**config.mk**
```make
export PLATFORM = sky130hd
export DESIGN_NAME = mux_4to1_rr_flat
export DESIGN_NICKNAME = d
export VERILOG_FILES = /design/src/rtl/mux_4to1_rr_if.sv /design/src/rtl/mux_4to1_rr.sv /design/src/flat_wrapper.sv
export SDC_FILE = /design/constraint.sdc
export NUM_CORES = 1
export LEC_CHECK = 0
export CAP_MARGIN = 40
export CORE_UTILIZATION = 41
export CTS_BUF_LIST = sky130_fd_sc_hd__clkbuf_2
export DETAILED_ROUTE_END_ITERATION = 10
export GPL_ROUTABILITY_DRIVEN = 0
export HOLD_SLACK_MARGIN = 0.1
export PLACE_DENSITY = 0.8
export SYNTH_ARGS = -nofsm -noshare
export SYNTH_HDL_FRONTEND = slang
export SYNTH_SLANG_ARGS = --single-unit
```
**constraint.sdc**
```tcl
create_clock -name clk -period 2 [get_ports clk]
set_input_delay 0.4 -clock clk [delete_from_list [all_inputs] [get_ports clk]]
set_output_delay 0.4 -clock clk [all_outputs]
set_load 0.1 [all_outputs]
```
**src/rtl/mux_4to1_rr_if.sv**
```systemverilog
// Stream bundle for the 4-to-1 round-robin packet mux: four source channels
// merged onto one output channel tagged with its source index.
interface mux_4to1_rr_if #(
  parameter int DATA_W = 8
);
  logic [3:0]          in_valid;
  logic [3:0]          in_ready;
  logic [3:0]          in_last;
  logic [4*DATA_W-1:0] in_data;
  logic                out_valid;
  logic                out_ready;
  logic                out_last;
  logic [1:0]          out_sel;
  logic [DATA_W-1:0]   out_data;

  // Traffic side: drives the source channels and the downstream accept.
  modport master (
    output in_valid, in_last, in_data, out_ready,
    input  in_ready, out_valid, out_last, out_sel, out_data
  );

  // Mux side: accepts source beats and presents the merged stream.
  modport slave (
    input  in_valid, in_last, in_data, out_ready,
    output in_ready, out_valid, out_last, out_sel, out_data
  );
endinterface

```
**src/rtl/mux_4to1_rr.sv**
```systemverilog
// 4-to-1 streaming packet multiplexer with packet-granular round-robin
// arbitration. A one-cycle IDLE state picks the next channel; BUSY forwards
// that channel's beats into a single output register until its last beat.
// out_sel carries the source index so a downstream demux can route it back.
module mux_4to1_rr #(
  parameter int DATA_W = 8
) (
  input  logic            clk,
  input  logic            rst_n,
  mux_4to1_rr_if.slave    bus
);

  typedef enum logic {
    IDLE = 1'b0,
    BUSY = 1'b1
  } state_t;

  state_t              r_state;
  state_t              w_state_nxt;
  logic [1:0]          r_rr_ptr;
  logic [1:0]          w_rr_ptr_nxt;
  logic [1:0]          r_grant;
  logic [1:0]          w_grant_nxt;
  logic [1:0]          w_pick;
  logic [3:0]          w_in_ready;

  logic                w_gnt_vld;
  logic                w_gnt_last;
  logic [DATA_W-1:0]   w_gnt_data;
  logic                w_load_ok;
  logic                w_in_xfer;

  logic                r_out_vld_p1;
  logic                r_out_last_p1;
  logic [1:0]          r_out_sel_p1;
  logic [DATA_W-1:0]   r_out_data_p1;

  // First requesting channel scanning ptr, ptr+1, ... modulo 4.
  function automatic logic [1:0] rr_pick(input logic [3:0] req, input logic [1:0] ptr);
    logic [1:0] idx;
    logic [1:0] pick;
    logic       found;
    pick  = ptr;
    found = 1'b0;
    for (int k = 0; k < 4; k++) begin
      idx = ptr + 2'(k);
      if (!found && req[idx]) begin
        pick  = idx;
        found = 1'b0 | 1'b1;
      end
    end
    return pick;
  endfunction

  assign w_pick     = rr_pick(bus.in_valid, r_rr_ptr);

  // Granted channel's beat, selected out of the flat data bus.
  assign w_gnt_vld  = bus.in_valid[r_grant];
  assign w_gnt_last = bus.in_last[r_grant];
  assign w_gnt_data = bus.in_data[r_grant*DATA_W +: DATA_W];

  // The output register can take a new beat when empty or draining this cycle.
  assign w_load_ok  = ~r_out_vld_p1 | bus.out_ready;
  assign w_in_xfer  = (r_state == BUSY) & w_gnt_vld & w_load_ok;

  // State, grant and round-robin pointer registers.
  always_ff @(posedge clk or negedge rst_n) begin
    if (!rst_n) begin
      r_state  <= IDLE;
      r_grant  <= 2'd0;
      r_rr_ptr <= 2'd0;
    end else begin
      r_state  <= w_state_nxt;
      r_grant  <= w_grant_nxt;
      r_rr_ptr <= w_rr_ptr_nxt;
    end
  end

  // Next-state logic: arbitrate in IDLE, hold the grant for a whole packet in BUSY.
  always_comb begin
    w_state_nxt  = r_state;
    w_grant_nxt  = r_grant;
    w_rr_ptr_nxt = r_rr_ptr;
    w_in_ready   = 4'b0000;
    case (r_state)
      IDLE: begin
        if (|bus.in_valid) begin
          w_grant_nxt = w_pick;
          w_state_nxt = BUSY;
        end
      end
      BUSY: begin
        w_in_ready[r_grant] = w_load_ok;
        // Pointer only moves once the packet is complete, so a stalled
        // packet never lets another channel jump the queue.
        if (w_in_xfer && w_gnt_last) begin
          w_state_nxt  = IDLE;
          w_rr_ptr_nxt = r_grant + 2'd1;
        end
      end
      default: begin
        w_state_nxt = IDLE;
      end
    endcase
  end

  assign bus.in_ready = w_in_ready;

  // ---- stage p1: output beat register ----
  // Loads on every input transfer; a drain with no new load empties it, and a
  // simultaneous drain and load keeps it full for one beat per cycle.
  always_ff @(posedge clk or negedge rst_n) begin
    if (!rst_n) begin
      r_out_vld_p1  <= 1'b0;
      r_out_last_p1 <= 1'b0;
      r_out_sel_p1  <= 2'd0;
      r_out_data_p1 <= '0;
    end else if (w_in_xfer) begin
      r_out_vld_p1  <= 1'b1;
      r_out_last_p1 <= w_gnt_last;
      r_out_sel_p1  <= r_grant;
      r_out_data_p1 <= w_gnt_data;
    end else if (bus.out_ready) begin
      r_out_vld_p1  <= 1'b0;
    end
  end

  assign bus.out_valid = r_out_vld_p1;
  assign bus.out_last  = r_out_last_p1;
  assign bus.out_sel   = r_out_sel_p1;
  assign bus.out_data  = r_out_data_p1;

endmodule

```
**src/flat_wrapper.sv**
```systemverilog
// flat-port wrapper written by rule: the top's interface ports become plain ports
module mux_4to1_rr_flat 
#(
  parameter int DATA_W = 8
)
  (clk, rst_n, bus_in_valid, bus_in_last, bus_in_data, bus_out_ready, bus_in_ready, bus_out_valid, bus_out_last, bus_out_sel, bus_out_data);
  mux_4to1_rr_if #(.DATA_W(DATA_W)) bus_i ();
  input  logic clk;
  input  logic rst_n;
  input wire logic [$bits(bus_i.in_valid)-1:0] bus_in_valid;
  input wire logic [$bits(bus_i.in_last)-1:0] bus_in_last;
  input wire logic [$bits(bus_i.in_data)-1:0] bus_in_data;
  input wire logic [$bits(bus_i.out_ready)-1:0] bus_out_ready;
  output wire logic [$bits(bus_i.in_ready)-1:0] bus_in_ready;
  output wire logic [$bits(bus_i.out_valid)-1:0] bus_out_valid;
  output wire logic [$bits(bus_i.out_last)-1:0] bus_out_last;
  output wire logic [$bits(bus_i.out_sel)-1:0] bus_out_sel;
  output wire logic [$bits(bus_i.out_data)-1:0] bus_out_data;
  assign bus_i.in_valid = bus_in_valid;
  assign bus_i.in_last = bus_in_last;
  assign bus_i.in_data = bus_in_data;
  assign bus_i.out_ready = bus_out_ready;
  assign bus_in_ready = bus_i.in_ready;
  assign bus_out_valid = bus_i.out_valid;
  assign bus_out_last = bus_i.out_last;
  assign bus_out_sel = bus_i.out_sel;
  assign bus_out_data = bus_i.out_data;
  mux_4to1_rr #(.DATA_W(DATA_W)) u_core (.clk(clk), .rst_n(rst_n), .bus(bus_i));
endmodule
```
### Word level (Yosys, flattened, before mapping)

Cells that the tools add are included.

| cells by class | value |
|---|---|
| $add $sub $neg | 4 |
| $lt $le $gt $ge | 6 |
| shift operators | 1 |
| mux-type cells | 26 |
| bitwise operators | 6 |
| reduce and logical (&&, ||, !) cells | 12 |

Operator list:

| operator | count |
|---|---|
| 32-bit by 6-bit variable part select with 8-bit output | 1 |
| 2-bit by 3-bit < comparator with 1-bit output (second input constant) | 5 |
| 1-bit 2-to-1 mux | 14 |
| 1-bit binary-select mux with 2-bit select | 6 |
| 2-bit 2-to-1 mux | 3 |
| 1-bit logical AND | 5 |
| 2-bit by 1-bit adder with 2-bit output (second input constant) | 2 |
| 2-bit adder (second input constant) | 2 |
| 4-bit bitwise AND | 1 |
| 4-bit 2-to-1 mux | 1 |
| 2-bit AND reduction | 2 |
| 4-bit OR reduction | 1 |
| 1-bit logical NOT | 3 |
| 1-bit bitwise AND | 2 |
| 1-bit demux with 2-bit select | 1 |
| 2-bit by 1-bit >= comparator with 1-bit output (second input constant) | 1 |
| 1-bit inverter | 2 |
| 1-bit one-hot mux with 2 select lines | 1 |
| 2-bit nonzero test | 1 |
| 1-bit bitwise OR | 1 |

| storage, ports and cells | value |
|---|---|
| register bits after elaboration | 17 |
| input port bits | 43 |
| output and inout port bits | 16 |
| word-level logic and storage cells | 62 |

### Logic depth before layout (Yosys ltp)

Gate-level depths: netlist (run 1).

| logic depth | value |
|---|---|
| depth in word-level cells | 12 |
| depth in mapped cells | 6 |

### Worst setup path before layout (run 1)

No wires, ideal clock.

| path | value |
|---|---|
| path type | reg-to-output |
| from | register u_core.r_out_vld_p1, in the netlist u_core.bus.out_valid |
| to | output bus_in_ready[0] |
| arrival | 1.891 ns |
| data required time | 1.600 ns |
| setup slack | -0.291 ns |
| cell stages (with the launch flop) | 3 |
| path buffers | 0 |
| cell sequence | dfrtp_1 -> nand2b_1 -> and3_1 |

| on the way | value |
|---|---|
| cells in the longest elaborated chain, start to end | 4 |

Ends and longest elaborated chain:

| item | RTL line | source |
|---|---|---|
| start: declaration | mux_4to1_rr.sv:33 | `logic r_out_vld_p1;` |
| start signal: assignment | mux_4to1_rr.sv:114 | `r_out_vld_p1 <= 1'b0;` |
| start signal: assignment | mux_4to1_rr.sv:119 | `r_out_vld_p1 <= 1'b1;` |
| start signal: assignment | mux_4to1_rr.sv:124 | `r_out_vld_p1 <= 1'b0;` |
| 1-bit inverter | mux_4to1_rr.sv:63 | `assign w_load_ok = ~r_out_vld_p1 \| bus.out_ready;` |
| 1-bit bitwise OR | mux_4to1_rr.sv:63 |  |
| 4-bit bitwise AND (no line) | -- |  |
| 4-bit 2-to-1 mux | mux_4to1_rr.sv:85 | `case (r_state)` |
| end: declaration | flat_wrapper.sv:14 | `output wire logic [$bits(bus_i.in_ready)-1:0] bus_in_ready;` |

No other way between the ends.

### Worst setup path in the final report (run 1)

| path | value |
|---|---|
| from | input bus_out_ready |
| to | output bus_in_ready[0] |

| on the way | value |
|---|---|
| cells in the longest elaborated chain, start to end | 3 |

Ends and longest elaborated chain:

| item | RTL line | source |
|---|---|---|
| start: declaration | flat_wrapper.sv:13 | `input wire logic [$bits(bus_i.out_ready)-1:0] bus_out_ready;` |
| 1-bit bitwise OR | mux_4to1_rr.sv:63 |  |
| 4-bit bitwise AND (no line) | -- |  |
| 4-bit 2-to-1 mux | mux_4to1_rr.sv:85 |  |

No other way between the ends.

==> out/metrics.cfg, run 1 <==
[run_status]
outcome = complete, no violations

[sta]
maxSlewViolCount = 0
min_period_over_period = 0.9658
fin_tns_setup_ns = 0
rsz0062_at_grt = false
finalSetupViolCount = 0
period_minus_slack_ns = 1.932
max_freq_mhz = 517.7
fin_worst_skew_ns = 0.005991
hold_violations = 0
layout_setup_ws_ns = 0.06834
worst_pin_slew_ns = 0.2936
relSlewSlack = 0.8036

[floorplanning]
die_h_um = 54.58
io-pin-count = 59
start_util = 0.4454
rows = 18
die_area_mm2 = 0.002979
core_area_mm2 = 0.002545
die_w_um = 54.58

[power_and_ir_drop]
power_frac_comb = 0.747
power.density_mw_per_mm2 = 1862
p_switching_mw = 1.895
internal-power_mw = 1.514
clockPowerShare = 0.047
total_power_mw = 3.409
peakVddDrop_mv = 1.412
pwr-share-seq = 0.205
p_leak_nw = 0.8244
swShare = 0.5558

[worst_setup_path]
cp_max_fo = 8
cp.arrival_ns = 1.53
crit_buf_inv = 2
end_kind = primary output
path_class = primary input to primary output
crit_required_ns = 1.60
reg2reg_depth = 4
slowest_stage = clkdlybuf4s50_1
cp.depth = 4
path_cells = clkdlybuf4s50_1 > nand2b_1 > and3_2 > buf_12
critical-path-top-delay-family = buffers and inverters
startpoint_type = primary input
slowest_delay_ns = 0.45

[synthesis]
synth-seq-cells = 17
synthDistinctLibCells = 28
synthTopCellsByArea = dfrtp_1 38%, mux4_2 14%, mux2_4 9.3%
yosysSeqAreaShare = 0.3753
syn_inst = 89
syn_area_per_cell_um2 = 12.74
synth_edf_count = 0
synth_top_area_frac = 0.3753
netlist_top_cells_count = 17 x dfrtp_1, 8 x nand2_1, 7 x mux2_4, 7 x mux4_2, 7 x o21ai_0
synth-main-ff-cell = dfrtp_1
synth.most_common_cell = dfrtp_1
synthArstFlopShare = 1.000
synthesis.area_mm2 = 0.001134
ys_warn_count = 0
synth_nets = 136
synth_top_cell_by_area = dfrtp_1

[route]
routed_wl_um = 2893
drt_pass1_iterations = 4
drt_iter0_markers = 15
drc = 0
via_count = 988
postRouteAntennaNets = 0
viasPerCell = 5.312
wl_per_cell_um = 15.55

[clock_tree]
post_cts_buffers = 0
cts.htree.levels = 1
tritoncts = yes
cts_buffer_depth = 2
insertion_delay_ns = 0.31
cts_resized = 1
cts.clk_slew.worst_paths_ns = 0.17
cts_buffers = 3
holdBufCountCts = 0
root_buffer = clkbuf_2
cts.sinks = 17

[finish]
fin_nets = 204
syn2layout_area_growth_pct = 61.48
antennaDiodeCount = 0
fill_cells = 173
drive_gt1_frac = 0.3526

[global_routing]
grt_overflow = 0
grt_first_pass_wirelength_um = 4567
antenna_found_initial = 0
grt_util_all_layers = 0.2238
grt_pass1_vias = 1072
grt_max_degree = 18

[hold_path]
hp-class = primary input to async pin

[placed_design]
portBuffers = 58
hpwl_um = 2316
dp_worst_setup_slack_ns = -0.05249

[job]
maxCapViolations = 0

## worst reg2reg max path, delay by kind of cell (launching register included)
| kind | cells | cell delay (ns) |
|---|---|---|
| multiplexers | 2 | 0.87 |
| flip-flops | 1 | 0.49 |
| buffers and inverters | 1 | 0.15 |
| AND/OR/NAND/NOR | 1 | 0.14 |
## flip-flops by register name, indices dropped and copies added (netlist names)
signal / cells
u_core.bus.out_last: 1
u_core.r_state: 1
u_core.bus.out_valid: 1
u_core.bus.out_sel: 2
u_core.r_rr_ptr: 2
u_core.r_grant: 2
u_core.bus.out_data: 8
## power by group through the flow
stage,combinational [mW],sequential [mW],clock (mW)
floorplan,1.13,1.50,0
global placement,2.53,0.692,0
detailed placement,2.56,0.701,0
CTS,2.56,0.697,0.166
global route,2.68,0.725,0.183
finish,2.55,0.700,0.161
## final cells by class
type	count	area, µm²	area share
Clock buffer	3	15.01	0.008202
Clock inverter	1	5.005	0.002734
Inverter	3	11.26	0.006152
Multi-Input combinational cell	64	654.4	0.3575
Sequential cell	17	429.2	0.2344
Tap cell	30	37.54	0.02051
Timing Repair Buffer	68	678.2	0.3705
## logic make-up (layout without fill, tap and decap cells)
| family | after synthesis | count (layout) | share of synthesized area |
|---|---|---|---|
| simple gates | 24 | 24 | 0.1082 |
| fa+ha+maj | 4 | 4 | 0.04415 |
| compound gates | 14 | 14 | 0.07175 |
| mux | 22 | 22 | 0.3488 |
| flops | 17 | 17 | 0.3753 |
| buf+inv | 8 | 75 | 0.05187 |
## cell usage in the layout (no fill, tap or decap), drive strengths merged
master	synthesis	layout
nor4	1	1
a21o	1	1
mux2	10	10
ha	4	4
a21oi	3	3
and2	1	1
nor2	4	4
o21ai	7	7
a2bb2oi	1	1
dfrtp	17	17
nand2b	1	1
clkbuf	1	3
nor2b	3	3
o2111ai	1	1
inv	3	3
buf	4	26
mux2i	2	2
clkinv	0	1
nand3	2	2
and3	4	4
a31oi	1	1
mux4	10	10
clkdlybuf4s50	0	42
nand2	8	8
## path summary, 6_finish.rpt
check                                                 from                                  to  slack, ns
setup reg to reg             u_core.r_grant[0]$_DFFE_PN0P_  u_core.bus.out_data[2]$_DFFE_PN0P_       0.27
max in group asynchronous                            rst_n       u_core.r_grant[0]$_DFFE_PN0P_       1.40
min in group clk           u_core.bus.out_last$_DFFE_PN0P_     u_core.bus.out_last$_DFFE_PN0P_       0.51
setup / recovery                             bus_out_ready                     bus_in_ready[0]       0.07
hold reg to reg            u_core.bus.out_last$_DFFE_PN0P_     u_core.bus.out_last$_DFFE_PN0P_       0.51
hold / removal                                       rst_n  u_core.bus.out_data[2]$_DFFE_PN0P_       0.38
## stage by stage
stage	util	cell area (µm²)	hold WS, ns	instances
global route	0.7193	1831	0.3601	186
global placement	0.7104	1808	0.4660	182
detailed placement	0.7104	1808	0.4816	182
finish	0.7193	1831	0.3809	186
floorplan	-	1140	0.1044	89
CTS	0.7188	1829	0.3801	186
## metal layers
metal | vias to the layer above | track usage | routed length, µm
li1 | 471 | - | -
met1 | 481 | 0.2540 | 1180
met2 | 36 | 0.4116 | 1530
met3 | 0 | 0.06389 | 182
met4 | 0 | 0.04274 | 0
met5 | - | 0 | 0
No activity file was read; power rests on OpenSTA's default activity.
==> run 2: changes to the inputs <==
- GPL_ROUTABILITY_DRIVEN: 0 -> default
==> results of run 2 <==
Same layout as run 1: the final DEF is identical, and so are final timing and power.
